`src/rtl/pipe_ctrl_pkg.sv`:
```
// Shared definitions for the pipeline sequencer: stage indices, hold/bubble masks
// and the trap FSM state encoding.
package pipe_ctrl_pkg;

   localparam logic [31:0] ZERO_WORD = 32'h0000_0000;

   // Stage index map of the stalled/flush vectors.
   localparam int STG_PC     = 0;
   localparam int STG_IF_ID  = STG_PC + 1;
   localparam int STG_ID_EX  = STG_PC + 2;
   localparam int STG_EX_MEM = STG_PC + 3;
   localparam int STG_MEM_WB = STG_PC + 4;
   localparam int STG_WB     = STG_PC + 5;

   typedef enum logic [1:0] {
      PIPE_RUN   = 2'd0,
      PIPE_DRAIN = 2'd1,
      PIPE_FLUSH = 2'd2
   } pipe_state_e;

   // Mask with every stage index strictly below n set.
   function automatic logic [5:0] below(input int n);
      logic [5:0] m;
      for (int i = 0; i < 6; i++) begin
         m[i] = (i < n);
      end
      return m;
   endfunction

   localparam logic [5:0] STALL_MEM    = below(STG_WB);
   localparam logic [5:0] STALL_EX     = below(STG_MEM_WB);
   localparam logic [5:0] STALL_ID     = below(STG_EX_MEM);
   localparam logic [5:0] STALL_IF     = below(STG_ID_EX);
   localparam logic [5:0] FLUSH_BRANCH = below(STG_EX_MEM) & ~below(STG_IF_ID);
   localparam logic [5:0] FLUSH_TRAP   = below(STG_WB) & ~below(STG_IF_ID);

   // The most downstream requester decides how far back the hold reaches.
   function automatic logic [5:0] stall_prio(input logic mem, input logic ex,
                                             input logic id, input logic fe);
      if (mem)     return STALL_MEM;
      else if (ex) return STALL_EX;
      else if (id) return STALL_ID;
      else if (fe) return STALL_IF;
      return 6'b000000;
   endfunction

endpackage

```
`src/rtl/pipe_ctrl_wdt.sv`:
```
// Stall watchdog: counts consecutive stalled cycles and pulses at WDT_LIMIT.
// Only compiled when PIPE_CTRL_WDT_EN is defined.
`ifdef PIPE_CTRL_WDT_EN
module pipe_ctrl_wdt #(
   parameter int WDT_LIMIT = 1024
) (
   input  logic clk,
   input  logic rst,
   input  logic i_stall_any,
   output logic o_pulse
);

   localparam logic [15:0] LAST = 16'(WDT_LIMIT - 1);

   logic [15:0] r_scnt;

   assign o_pulse = i_stall_any && (r_scnt == LAST);

   always_ff @(posedge clk or posedge rst) begin
      if (rst) begin
         r_scnt <= '0;
      end else if (!i_stall_any || o_pulse) begin
         r_scnt <= '0;
      end else if (r_scnt != 16'hFFFF) begin
         r_scnt <= r_scnt + 16'd1;
      end
   end

endmodule
`endif

```
`src/rtl/pipe_ctrl.sv`:
```
// Central pipeline sequencer: stall/flush vectors, branch and trap redirects.
// Optional stall watchdog enabled by defining PIPE_CTRL_WDT_EN.
module pipe_ctrl
   import pipe_ctrl_pkg::*;
#(
   parameter int FLUSH_CYCLES = 2,
   parameter int WDT_LIMIT    = 1024
) (
   input  logic        clk,
   input  logic        rst,
   input  logic        stallreq_if_i,
   input  logic        stallreq_id_i,
   input  logic        stallreq_ex_i,
   input  logic        stallreq_mem_i,
   input  logic        ex_branch_flag_i,
   input  logic [31:0] ex_branch_addr_i,
   input  logic        excp_req_i,
   input  logic [31:0] excp_vec_i,
   output logic        excp_ack_o,
   output logic [5:0]  stalled_o,
   output logic [5:0]  flush_o,
   output logic [31:0] new_pc_o,
   output logic        new_pc_valid_o,
   output logic        wdt_timeout_o
);

   if (FLUSH_CYCLES < 1 || FLUSH_CYCLES > 15) begin : g_bad_flush
      $error("pipe_ctrl: FLUSH_CYCLES must be 1..15");
   end
   if (WDT_LIMIT < 1 || WDT_LIMIT > 65536) begin : g_bad_wdt
      $error("pipe_ctrl: WDT_LIMIT must be 1..65536");
   end

   localparam logic [3:0] FCNT_LAST = 4'(FLUSH_CYCLES - 1);

   pipe_state_e r_state;
   logic [3:0]  r_fcnt;
   logic [31:0] r_vec_q;
   logic        r_rst_dly;

   logic        w_br_req;
   logic        w_trap;
   logic        w_wdt_pulse;
   logic        w_ack;
   logic [5:0]  w_stalled;
   logic [5:0]  w_flush;
   logic [31:0] w_new_pc;
   logic        w_new_pc_valid;

   // A taken branch is only honoured when EX itself is not frozen.
   assign w_br_req = ex_branch_flag_i && !stallreq_ex_i && !stallreq_mem_i;

   // Kept separate from the trap decode: the watchdog observes stalled_o and
   // feeds the trap request, so the hold vector must not depend on the trap.
   always_comb begin
      // NOTE: every combinational output gets a default first so no latch is inferred.
      w_stalled = '0;
      if (!r_rst_dly) begin
         unique case (r_state)
            PIPE_RUN:   w_stalled = stall_prio(stallreq_mem_i, stallreq_ex_i,
                                               stallreq_id_i && !w_br_req,
                                               stallreq_if_i && !w_br_req);
            PIPE_DRAIN: w_stalled = stall_prio(stallreq_mem_i, stallreq_ex_i,
                                               stallreq_id_i, stallreq_if_i);
            default:    w_stalled = '0;
         endcase
      end
   end

`ifdef PIPE_CTRL_WDT_EN
   pipe_ctrl_wdt #(
      .WDT_LIMIT (WDT_LIMIT)
   ) u_wdt (
      .clk         (clk),
      .rst         (rst),
      .i_stall_any (|w_stalled),
      .o_pulse     (w_wdt_pulse)
   );
`else
   assign w_wdt_pulse = 1'b0;
`endif

   assign w_trap = excp_req_i || w_wdt_pulse;

   always_comb begin
      w_ack          = 1'b0;
      w_flush        = '0;
      w_new_pc       = ZERO_WORD;
      w_new_pc_valid = 1'b0;
      if (!r_rst_dly) begin
         unique case (r_state)
            PIPE_RUN: begin
               if (w_trap) begin
                  w_ack = !stallreq_mem_i;
               end else if (w_br_req) begin
                  w_flush        = FLUSH_BRANCH;
                  w_new_pc       = ex_branch_addr_i;
                  w_new_pc_valid = 1'b1;
               end
            end
            PIPE_DRAIN: begin
               w_ack = !stallreq_mem_i;
            end
            PIPE_FLUSH: begin
               w_flush = FLUSH_TRAP;
               if (r_fcnt == 4'd0) begin
                  w_new_pc       = r_vec_q;
                  w_new_pc_valid = 1'b1;
               end
            end
            default: ;
         endcase
      end
   end

   assign excp_ack_o     = w_ack;
   assign stalled_o      = w_stalled;
   assign flush_o        = w_flush;
   assign new_pc_o       = w_new_pc;
   assign new_pc_valid_o = w_new_pc_valid;
   assign wdt_timeout_o  = w_wdt_pulse;

   // r_rst_dly keeps the block silent for the first cycle after reset release.
   always_ff @(posedge clk or posedge rst) begin
      // NOTE: sequential state uses non-blocking assignments only.
      if (rst) begin
         r_state   <= PIPE_RUN;
         r_fcnt    <= '0;
         r_vec_q   <= ZERO_WORD;
         r_rst_dly <= 1'b1;
      end else begin
         r_rst_dly <= 1'b0;
         if (!r_rst_dly) begin
            unique case (r_state)
               PIPE_RUN: begin
                  if (w_trap) begin
                     if (stallreq_mem_i) begin
                        r_state <= PIPE_DRAIN;
                     end else begin
                        r_state <= PIPE_FLUSH;
                        r_vec_q <= excp_vec_i;
                     end
                  end
               end
               PIPE_DRAIN: begin
                  if (!stallreq_mem_i) begin
                     r_state <= PIPE_FLUSH;
                     r_vec_q <= excp_vec_i;
                  end
               end
               PIPE_FLUSH: begin
                  if (r_fcnt == FCNT_LAST) begin
                     r_state <= PIPE_RUN;
                     r_fcnt  <= '0;
                  end else begin
                     r_fcnt <= r_fcnt + 4'd1;
                  end
               end
               default: r_state <= PIPE_RUN;
            endcase
         end
      end
   end

endmodule

```
`config.mk`:
```
export PLATFORM = sky130hd
export DESIGN_NAME = pipe_ctrl
export DESIGN_NICKNAME = d
export VERILOG_FILES = /design/src/rtl/pipe_ctrl_pkg.sv /design/src/rtl/pipe_ctrl_wdt.sv /design/src/rtl/pipe_ctrl.sv
export SDC_FILE = /design/constraint.sdc
export NUM_CORES = 1
export LEC_CHECK = 0
export BUFFER_PORTS_ARGS = -buffer_cell sky130_fd_sc_hd__buf_2
export CORE_AREA = 4 4 56 108
export DETAILED_ROUTE_END_ITERATION = 10
export DIE_AREA = 0 0 60 112
export PLACE_DENSITY = 0.83
export RECOVER_POWER = 50
export REMOVE_ABC_BUFFERS = 1
export SYNTH_ARGS = -nofsm -noshare
export SYNTH_HDL_FRONTEND = slang
export SYNTH_HIERARCHICAL = 1
export SYNTH_SLANG_ARGS = --single-unit
```
`constraint.sdc`:
```
create_clock -name clk -period 1.69 [get_ports clk]
set_input_delay 0.2535 -clock clk [delete_from_list [all_inputs] [get_ports clk]]
set_output_delay 0.2535 -clock clk [all_outputs]
set_load 0.03 [all_outputs]
```
# Word level (Yosys, flattened, before mapping)

Cells that the tools add are included.

Add/subtract/negate cells: 1
Multiply operators: 0
Divide/modulo/power cells: 0
Order comparisons: 0
Equal/unequal tests: 6
Shift-type cells: 0
Mux-type cells: 50
Bitwise logic cells: 1
Reduce and logical (&&, ||, !) cells: 13

Operator list:

| cell                | count |
|---|---|
| $mux 32             | 6 |
| $pmux 32 s2         | 2 |
| $mux 6              | 11 |
| $mux 1              | 18 |
| $pmux 6 s2          | 1 |
| $pmux 5 s2          | 1 |
| $mux 2              | 4 |
| $mux 3              | 2 |
| $ne 2x2->1 const B  | 3 |
| $pmux 2 s3          | 1 |
| $mux 5              | 1 |
| $add 4x1->4 const B | 1 |
| $eq 4x1->1 const B  | 1 |
| $logic_and 1x1->1   | 4 |
| $logic_not 4->1     | 1 |
| $mux 4              | 1 |
| $pmux 1 s2          | 2 |
| $reduce_and 4->1    | 1 |
| $logic_not 1->1     | 3 |
| $reduce_and 3->1    | 1 |
| $eq 2x1->1 const B  | 1 |
| $eq 2x2->1 const B  | 1 |
| $logic_not 2->1     | 1 |
| $reduce_and 2->1    | 1 |
| 2 further kinds     | 2 |

Bits in registers: 39
Bits in latches: 0
Bits in writable memories: 0
Bits in read-only memories: 0
Bits of input ports: 72
Output and inout bits: 47
Logic and storage cells: 75
Memories: 0

# Logic depth before layout (Yosys ltp)

Gate-level depths: netlist of the first run.

Depth in word-level cells: 14
Gate-level depth with buffers: 4
Gate-level depth less buffers: 4

# Worst setup path after synthesis of the first run

OpenSTA, ideal clock, no wires.

Kind: flip-flop to output port
Start: register r_state[0]
End: output port flush_o[2]
Data arrival time: 2040 ps
Data required time: 1436 ps
Path slack: -603 ps
Cell stages (with the launch flop): 4
Buffers on the path: 1
Path through: dfrtp_1 > or4b_1 > o21ai_0 > buf_4

Word-level cells in the longest chain between the ends: 3
Elaborated cells between the ends (all ways): 4
Classes of those cells: eq/ne (1); mux (2); reduce/logical (1)

Ends and longest elaborated chain:

| item                                          | line             | text |
|---|---|---|
| start: declaration                            | pipe_ctrl.sv:36  | `pipe_state_e r_state;` |
| start signal: assignment                      | pipe_ctrl.sv:127 | `r_state <= PIPE_RUN;` |
| start signal: assignment                      | pipe_ctrl.sv:138 | `r_state <= PIPE_DRAIN;` |
| start signal: assignment                      | pipe_ctrl.sv:140 | `r_state <= PIPE_FLUSH;` |
| $eq 2x2->1 or $logic_not 2->1 (tied branches) | pipe_ctrl.sv:91  | `unique case (r_state)` |
| $pmux 5 s2 *                                  | pipe_ctrl.sv:91  |  |
| $mux 5 *                                      | pipe_ctrl.sv:90  | `if (!r_rst_dly) begin` |
| end: declaration                              | pipe_ctrl.sv:21  | `output logic [5:0] flush_o,` |

Mark *: on every way between the ends. The rest lies on a longest branch, timed or not.

# Worst setup path in the final report of the first run

Start: register r_state[1]
End: output port new_pc_o[13]

Word-level cells in the longest chain between the ends: 3
Elaborated cells between the ends (all ways): 4
Classes of those cells: eq/ne (1); mux (2); reduce/logical (1)

Ends and longest elaborated chain:

| item                                          | line            | text |
|---|---|---|
| $eq 2x2->1 or $logic_not 2->1 (tied branches) | pipe_ctrl.sv:91 |  |
| $pmux 32 s2 *                                 | pipe_ctrl.sv:91 |  |
| $mux 32 *                                     | pipe_ctrl.sv:90 |  |
| end: declaration                              | pipe_ctrl.sv:22 | `output logic [31:0] new_pc_o,` |

Marked as above.

==> flow_metrics.env, run 1 <==
export IMPL_placed_area_sq_um=2690
export IMPL_coreArea_sq_um=5180
export IMPL_pre_cts_slack_ns=-0.296
export IMPL_root_buffer="clkbuf_8"
export IMPL_first_pass_iters=4
export IMPL_synth_area_per_cell_sq_um=12.8
export IMPL_setup_ws_ns=-0.572
export IMPL_design_area_sq_um=3380
export IMPL_clk_pin_slew_worst_paths_ns=0.08
export IMPL_worst_slew_pin_transition_ns=0.972
export IMPL_grt_pass1_wl_um=9330
export IMPL_dpl_hpwl_um=4360
export IMPL_grt_pass1_vias=2127
export IMPL_hold_class="input pin to flip-flop"
export IMPL_synth_seq_area_share_pct=49.4
export IMPL_rows=37
export IMPL_netlist_area_leader_share_pct=48.0
export IMPL_vdd_drop_max_uv=992
export IMPL_yosysWarningCount=6
export IMPL_grt_busiest_layer="met2"
export IMPL_synth_seq_cells=39
export IMPL_yosys_most_used_dff="dfrtp_1"
export IMPL_cts_tree="done"
export IMPL_rsz0062_at_grt="yes"
export IMPL_synth_edf_count=0
export IMPL_cts_hold_buffers_added=0
export IMPL_drt_initial_drc_count=68
export IMPL_initial_core_util_pct=38.2
export IMPL_drive_gt1_share_pct=67.9
export IMPL_clk_latency_ns=0.28
export IMPL_power_leakage_nw=1.65
export IMPL_antenna_found_initial=0
export IMPL_antenna_left=0
export IMPL_cts_path_max_buffers=2
export IMPL_h_tree_depth=2
export IMPL_drv_slew=0
export IMPL_status="finished with violations"
export IMPL_synth_area_sq_um=1980
export IMPL_synth_cell_type_count=29
export IMPL_max_freq_mhz=442
export IMPL_synth_async_reset_ratio_pct=100
export IMPL_fin_crit_sh_pct=134
export IMPL_die_w_um=60
export IMPL_startpoint_type="flip-flop"
export IMPL_viasPerCell=5.26
export IMPL_whs_ns=0.193
export IMPL_gr_usage_all_layers_pct=18.0
export IMPL_areaGrowthSynthToFinish_pct=70.5
export IMPL_p_total_mw=3.97
export IMPL_grt_max_degree=40
export IMPL_final_fill_count=397
export IMPL_wl_um=6600
export IMPL_clock_skew_ns=0.00973
export IMPL_die_height_um=112
export IMPL_finalCriticalPeriod_ns=2.26
export IMPL_antenna_diode_count=0
export IMPL_grt_use_met3_pct=2.55
export IMPL_use_met2_pct=34.5
export IMPL_path_max_fanout=15
export IMPL_grt_util_met1_pct=17.0
export IMPL_yosysTopAreaCell="dfrtp_1"
export IMPL_numPortBuffers=114
export IMPL_gp_congestion=0.811
export IMPL_syn_inst=155
export IMPL_fin_nets=373
export IMPL_failed_checks="negative setup slack"
export IMPL_critPathArrivalTime_ns=2.01
export IMPL_grt_overflow=0
export IMPL_vias=1892
export IMPL_cts_sinks=39
export IMPL_finalHoldViolCount=0
export IMPL_yosys_top_cells_area="dfrtp_1 48%, mux2_2 19%, a22o_1 14%, buf_4 3.8%, buf_6 1.7%"
export IMPL_setup_viol=76
export IMPL_setup_tns_ns=-25.65
export IMPL_relSlewSlack_pct=35.2
export IMPL_power_density_nw_per_um2=1180
export IMPL_io_pins=119
export IMPL_drc_errors=0
export IMPL_wl_per_cell_um=18.3
export IMPL_numCtsBuffers=5
export IMPL_crit_type="flip-flop to output pin"
export IMPL_endpoint_kind="output pin"
export IMPL_maxCapViolCount=0
export IMPL_worst_ep_required_time_ns=1.44
export IMPL_die_area_sq_um=6720
[worst max-delay path, cell delays in order (launching register included)]
cell     delay, ns
dfrtp_1       0.42
or4_4         0.59
nor2_4        0.20
buf_6         0.19
a22o_1        0.18
buf_6         0.14
[timing repair]
item                                    4_1_cts  5_1_grt
endpoints found under the setup margin       41       78
pin swaps                                     3        8
buffers inserted                              9        5
cloned                                        1        4
gates resized for setup                      89       39
[where the power goes]
group          switching [mW]  internal [mW]  leakage, nW
logic                   0.717          0.886         1.13
registers               0.248           1.32        0.465
clock network           0.316          0.478       0.0612
total                    1.28           2.69         1.65
[cells in the final DEF (no fill, tap or decap), types with 2 or more instances in the layout]
cell type	synthesis	routed
a21oi_1	3	3
a22o_1	32	32
buf_12	0	2
buf_2	3	72
buf_4	10	19
buf_6	3	49
buf_8	0	4
clkbuf_16	0	4
clkbuf_8	0	6
conb_1	1	5
dfrtp_1	38	38
inv_1	4	3
mux2_2	33	33
nor2_1	5	4
nor2_4	0	2
xnor2_1	3	3
[area by class of cell]
| class | instances | area, sq um | share of cell area (%) |
|---|---|---|---|
| Timing Repair Buffer | 151 | 1260 | 37.3 |
| Sequential cell | 39 | 977 | 28.9 |
| Tap cell | 58 | 72.6 | 2.15 |
| Clock inverter | 2 | 35.0 | 1.04 |
| Inverter | 4 | 20.0 | 0.593 |
| Multi-Input combinational cell | 100 | 928 | 27.5 |
| Clock buffer | 6 | 82.6 | 2.45 |
[cell usage after synthesis (2+ instances only)]
library cell / number
mux2_2: 33
o21ai_0: 2
nand2_1: 2
a21oi_1: 3
buf_2: 3
nor2_1: 5
a22o_1: 32
inv_1: 4
dfrtp_1: 38
buf_4: 10
buf_6: 3
xnor2_1: 3
[state kept, by name (all words and copies together) (netlist names)]
name,count
r_state,2
r_fcnt,4
r_vec_q,32
r_rst_dly,1
[kinds of logic (layout without fill, tap and decap cells)]
kind of cell / Yosys count / count (layout) / synth area share [%]
flops: 39 / 39 / 49.4
mux: 33 / 33 / 18.8
compound gates: 39 / 39 / 16.2
buf+inv: 20 / 163 / 7.02
other cells: 1 / 5 / 0.189
simple gates: 20 / 20 / 7.14
xor+xnor: 3 / 3 / 1.33
[metrics by stage]
| stage | instances | util (%) |
|---|---|---|
| detailed placement | 337 | 51.8 |
| finish | 360 | 65.1 |
| global route | 360 | 65.1 |
| global placement | 337 | 51.8 |
| CTS | 355 | 60.9 |
| floorplan | 143 | - |
[per-layer routing]
metal / vias to the layer above / wire [um]
li1: 854 / -
met1: 942 / 2110
met2: 78 / 3970
met3: 18 / 279
met4: 0 / 234
met5: - / 0
[final timing paths]
path	slack, ns	depth (start not counted)	startpoint	endpoint
max	-0.57	5	r_state[1]	new_pc_o[13]
min	0.19	2	excp_vec_i[20]	r_vec_q[20]
max reg2reg	-0.23	9	r_state[0]	r_fcnt[1]
min reg2reg	0.51	1	r_vec_q[21]	r_vec_q[21]
max in group asynchronous	0.82	3	rst	r_fcnt[3]
min in group asynchronous	0.26	3	rst	r_vec_q[6]
No activity file was read; power rests on OpenSTA's default activity.
==> run 2: changes to the inputs <==
--- a/config.mk
+++ b/config.mk
@@ -5,13 +5,14 @@
 export SDC_FILE = /design/constraint.sdc
 export NUM_CORES = 1
 export LEC_CHECK = 0
-export BUFFER_PORTS_ARGS = -buffer_cell sky130_fd_sc_hd__buf_2
-export CORE_AREA = 4 4 56 108
+export CORE_AREA = 4 4 50 96
 export DETAILED_ROUTE_END_ITERATION = 10
-export DIE_AREA = 0 0 60 112
-export PLACE_DENSITY = 0.83
+export DIE_AREA = 0 0 54 100
+export DONT_BUFFER_PORTS = 1
+export PLACE_DENSITY = 0.75
 export RECOVER_POWER = 50
 export REMOVE_ABC_BUFFERS = 1
+export SLEW_MARGIN = 20
 export SYNTH_ARGS = -nofsm -noshare
 export SYNTH_HDL_FRONTEND = slang
 export SYNTH_HIERARCHICAL = 1
==> constraint.sdc (replaced) <==
create_clock -name clk -period 1.9 [get_ports clk]
set_input_delay 0.285 -clock clk [delete_from_list [all_inputs] [get_ports clk]]
set_output_delay 0.285 -clock clk [all_outputs]
set_load 0.03 [all_outputs]
==> flow_metrics.env, run 2 (synthesized netlist as in run 1, its figures left out) <==
export IMPL_status="finished with violations"
export IMPL_failed_checks="negative setup slack"
export IMPL_regArea_sq_um=977
export IMPL_first_pass_iters=4
export IMPL_hold_class="input pin to flip-flop"
export IMPL_numPortBuffers=0
export IMPL_viasPerCell=5.79
export IMPL_power_leakage_nw=1.23
export IMPL_largestRegisters="r_vec_q: 32 flops, r_fcnt: 4 flops, r_state: 2 flops"
export IMPL_fin_nets=280
export IMPL_clock_skew_ns=0.00473
export IMPL_finalCriticalPeriod_ns=2.30
export IMPL_final_cell_mix="41 x buf_6, 38 x dfrtp_1, 33 x mux2_2"
export IMPL_rsz0062_at_grt="yes"
export IMPL_root_buffer="clkbuf_8"
export IMPL_drc_errors=0
export IMPL_areaGrowthSynthToFinish_pct=38.0
export IMPL_rows=33
export IMPL_largest_register="r_vec_q"
export IMPL_grt_pass1_wl_um=7770
export IMPL_numCtsBuffers=5
export IMPL_combPwrFrac_pct=37.6
export IMPL_dpl_hpwl_um=3630
export IMPL_coreArea_sq_um=4090
export IMPL_clk_latency_ns=0.28
export IMPL_placed_area_sq_um=2300
export IMPL_fin_crit_sh_pct=121
export IMPL_vias=1511
export IMPL_setup_ws_ns=-0.398
export IMPL_design_area_sq_um=2730
export IMPL_drv_slew=0
export IMPL_die_area_sq_um=5400
export IMPL_startpoint_type="flip-flop"
export IMPL_p_sw_mw=1.03
export IMPL_final_fill_count=285
export IMPL_path_max_fanout=33
export IMPL_worst_ep_required_time_ns=1.62
export IMPL_drt_initial_drc_count=12
export IMPL_critPathArrivalTime_ns=2.01
export IMPL_finalHoldViolCount=0
export IMPL_wl_per_cell_um=21.6
export IMPL_grt_pass1_vias=1615
export IMPL_layout_commonest_cell="buf_6"
export IMPL_cts_path_max_buffers=2
export IMPL_worst_slew_pin_transition_ns=0.966
export IMPL_relSlewSlack_pct=35.6
export IMPL_antenna_left=0
export IMPL_crit_type="flip-flop to output pin"
export IMPL_initial_core_util_pct=48.4
export IMPL_setup_viol=37
export IMPL_cts_tree="done"
export IMPL_power_switching_share_pct=33.7
export IMPL_grt_overflow=0
export IMPL_antenna_diode_count=0
export IMPL_endpoint_kind="output pin"
export IMPL_wl_um=5640
export IMPL_setup_tns_ns=-12.33
export IMPL_gr_usage_all_layers_pct=20.0
export IMPL_vdd_drop_max_uv=738
export IMPL_gp_congestion=0.813
export IMPL_die_w_um=54
export IMPL_io_pins=119
export IMPL_h_tree_depth=2
export IMPL_clk_pin_slew_worst_paths_ns=0.07
export IMPL_maxCapViolCount=0
export IMPL_die_height_um=100
export IMPL_power_density_nw_per_um2=1120
export IMPL_largest_register_ffs=32
export IMPL_antenna_found_initial=0
export IMPL_drive_gt1_share_pct=52.2
export IMPL_pwr_share_seq_pct=45.5
export IMPL_max_freq_mhz=435
export IMPL_multiInputGateArea_sq_um=916
export IMPL_grt_max_degree=40
export IMPL_cts_sinks=39
export IMPL_p_int_mw=2.03
export IMPL_clockPowerShare_pct=16.9
## run 2: cell count changes in the layout (fill, tap and decap cells not counted), moves of 2 or more
cell | before | now
buf_2 | 72 | 0
buf_4 | 19 | 10
buf_6 | 49 | 41
buf_8 | 4 | 1
clkbuf_16 | 4 | 1
buf_16 | 0 | 2
clkbuf_1 | 0 | 2
nor2_2 | 0 | 2
## run 2: routing by layer
layer  track usage (%)  vias up  routed length [um]
li1                  -      669                   -
met1              18.5      739                1740
met2              36.6       84                3270
met3              5.65       19                 406
met4              10.6        0                 225
met5                 0        -                   0
## run 2: final cells by class
cell class	count	area share, %
well taps	52	2.38
multi-input cells	100	33.5
inverters	4	0.550
flip-flops and latches	39	35.8
repair buffers	58	24.8
clock buffers	7	2.79
clock inverters	1	0.183
## run 2: timing repair
| item | 4_1_cts | 5_1_grt |
|---|---|---|
| setup buffers | 5 | 7 |
| gates cloned | 2 | 3 |
| gates resized for setup | 44 | 7 |
| hold endpoints to repair | 0 | 0 |
| hold buffers | 0 | 0 |
| endpoints found under the setup margin | 38 | 41 |
| pin swaps | 6 | 3 |
## run 2: worst max-delay path: stages (launching register included)
cell,delay (ns)
dfrtp_1,0.43
or3b_4,0.46
nor4b_4,0.27
buf_12,0.23
a22o_1,0.19
buf_6,0.14
## run 2: final timing paths
path,startpoint,end,slack (ns),depth (start not counted)
max,r_state[0],new_pc_o[29],-0.40,5
min in group asynchronous,rst,r_vec_q[4],0.21,2
max reg2reg,r_state[1],r_vec_q[29],0.05,7
min reg2reg,r_vec_q[0],r_vec_q[0],0.51,1
max in group asynchronous,rst,r_vec_q[27],1.09,2
min,stallreq_mem_i,r_state[0],0.15,2
## run 2: power groups by stage
stage / Sequential, mW / Combinational (mW) / Clock, mW
after CTS: 1.38 / 1.09 / 0.538
after floorplan: 1.34 / 0.742 / 0
after global routing: 1.43 / 1.23 / 0.579
after detailed placement: 1.40 / 0.993 / 0
final: 1.40 / 1.15 / 0.517
after global placement: 1.36 / 0.950 / 0
## run 2: stage by stage
step | power (mW) | setup WS [ns] | hold slack, ns | util, % | cells
after global placement | 2.31 | -0.0106 | 0.304 | 56.2 | 237
after global routing | 3.24 | -0.476 | 0.135 | 66.8 | 261
after detailed placement | 2.39 | -0.118 | 0.343 | 56.2 | 237
after floorplan | 2.08 | -1.48 | 0.432 | - | 143
final | 3.06 | -0.398 | 0.150 | 66.8 | 261
after CTS | 3.01 | -0.391 | 0.0328 | 64.3 | 252
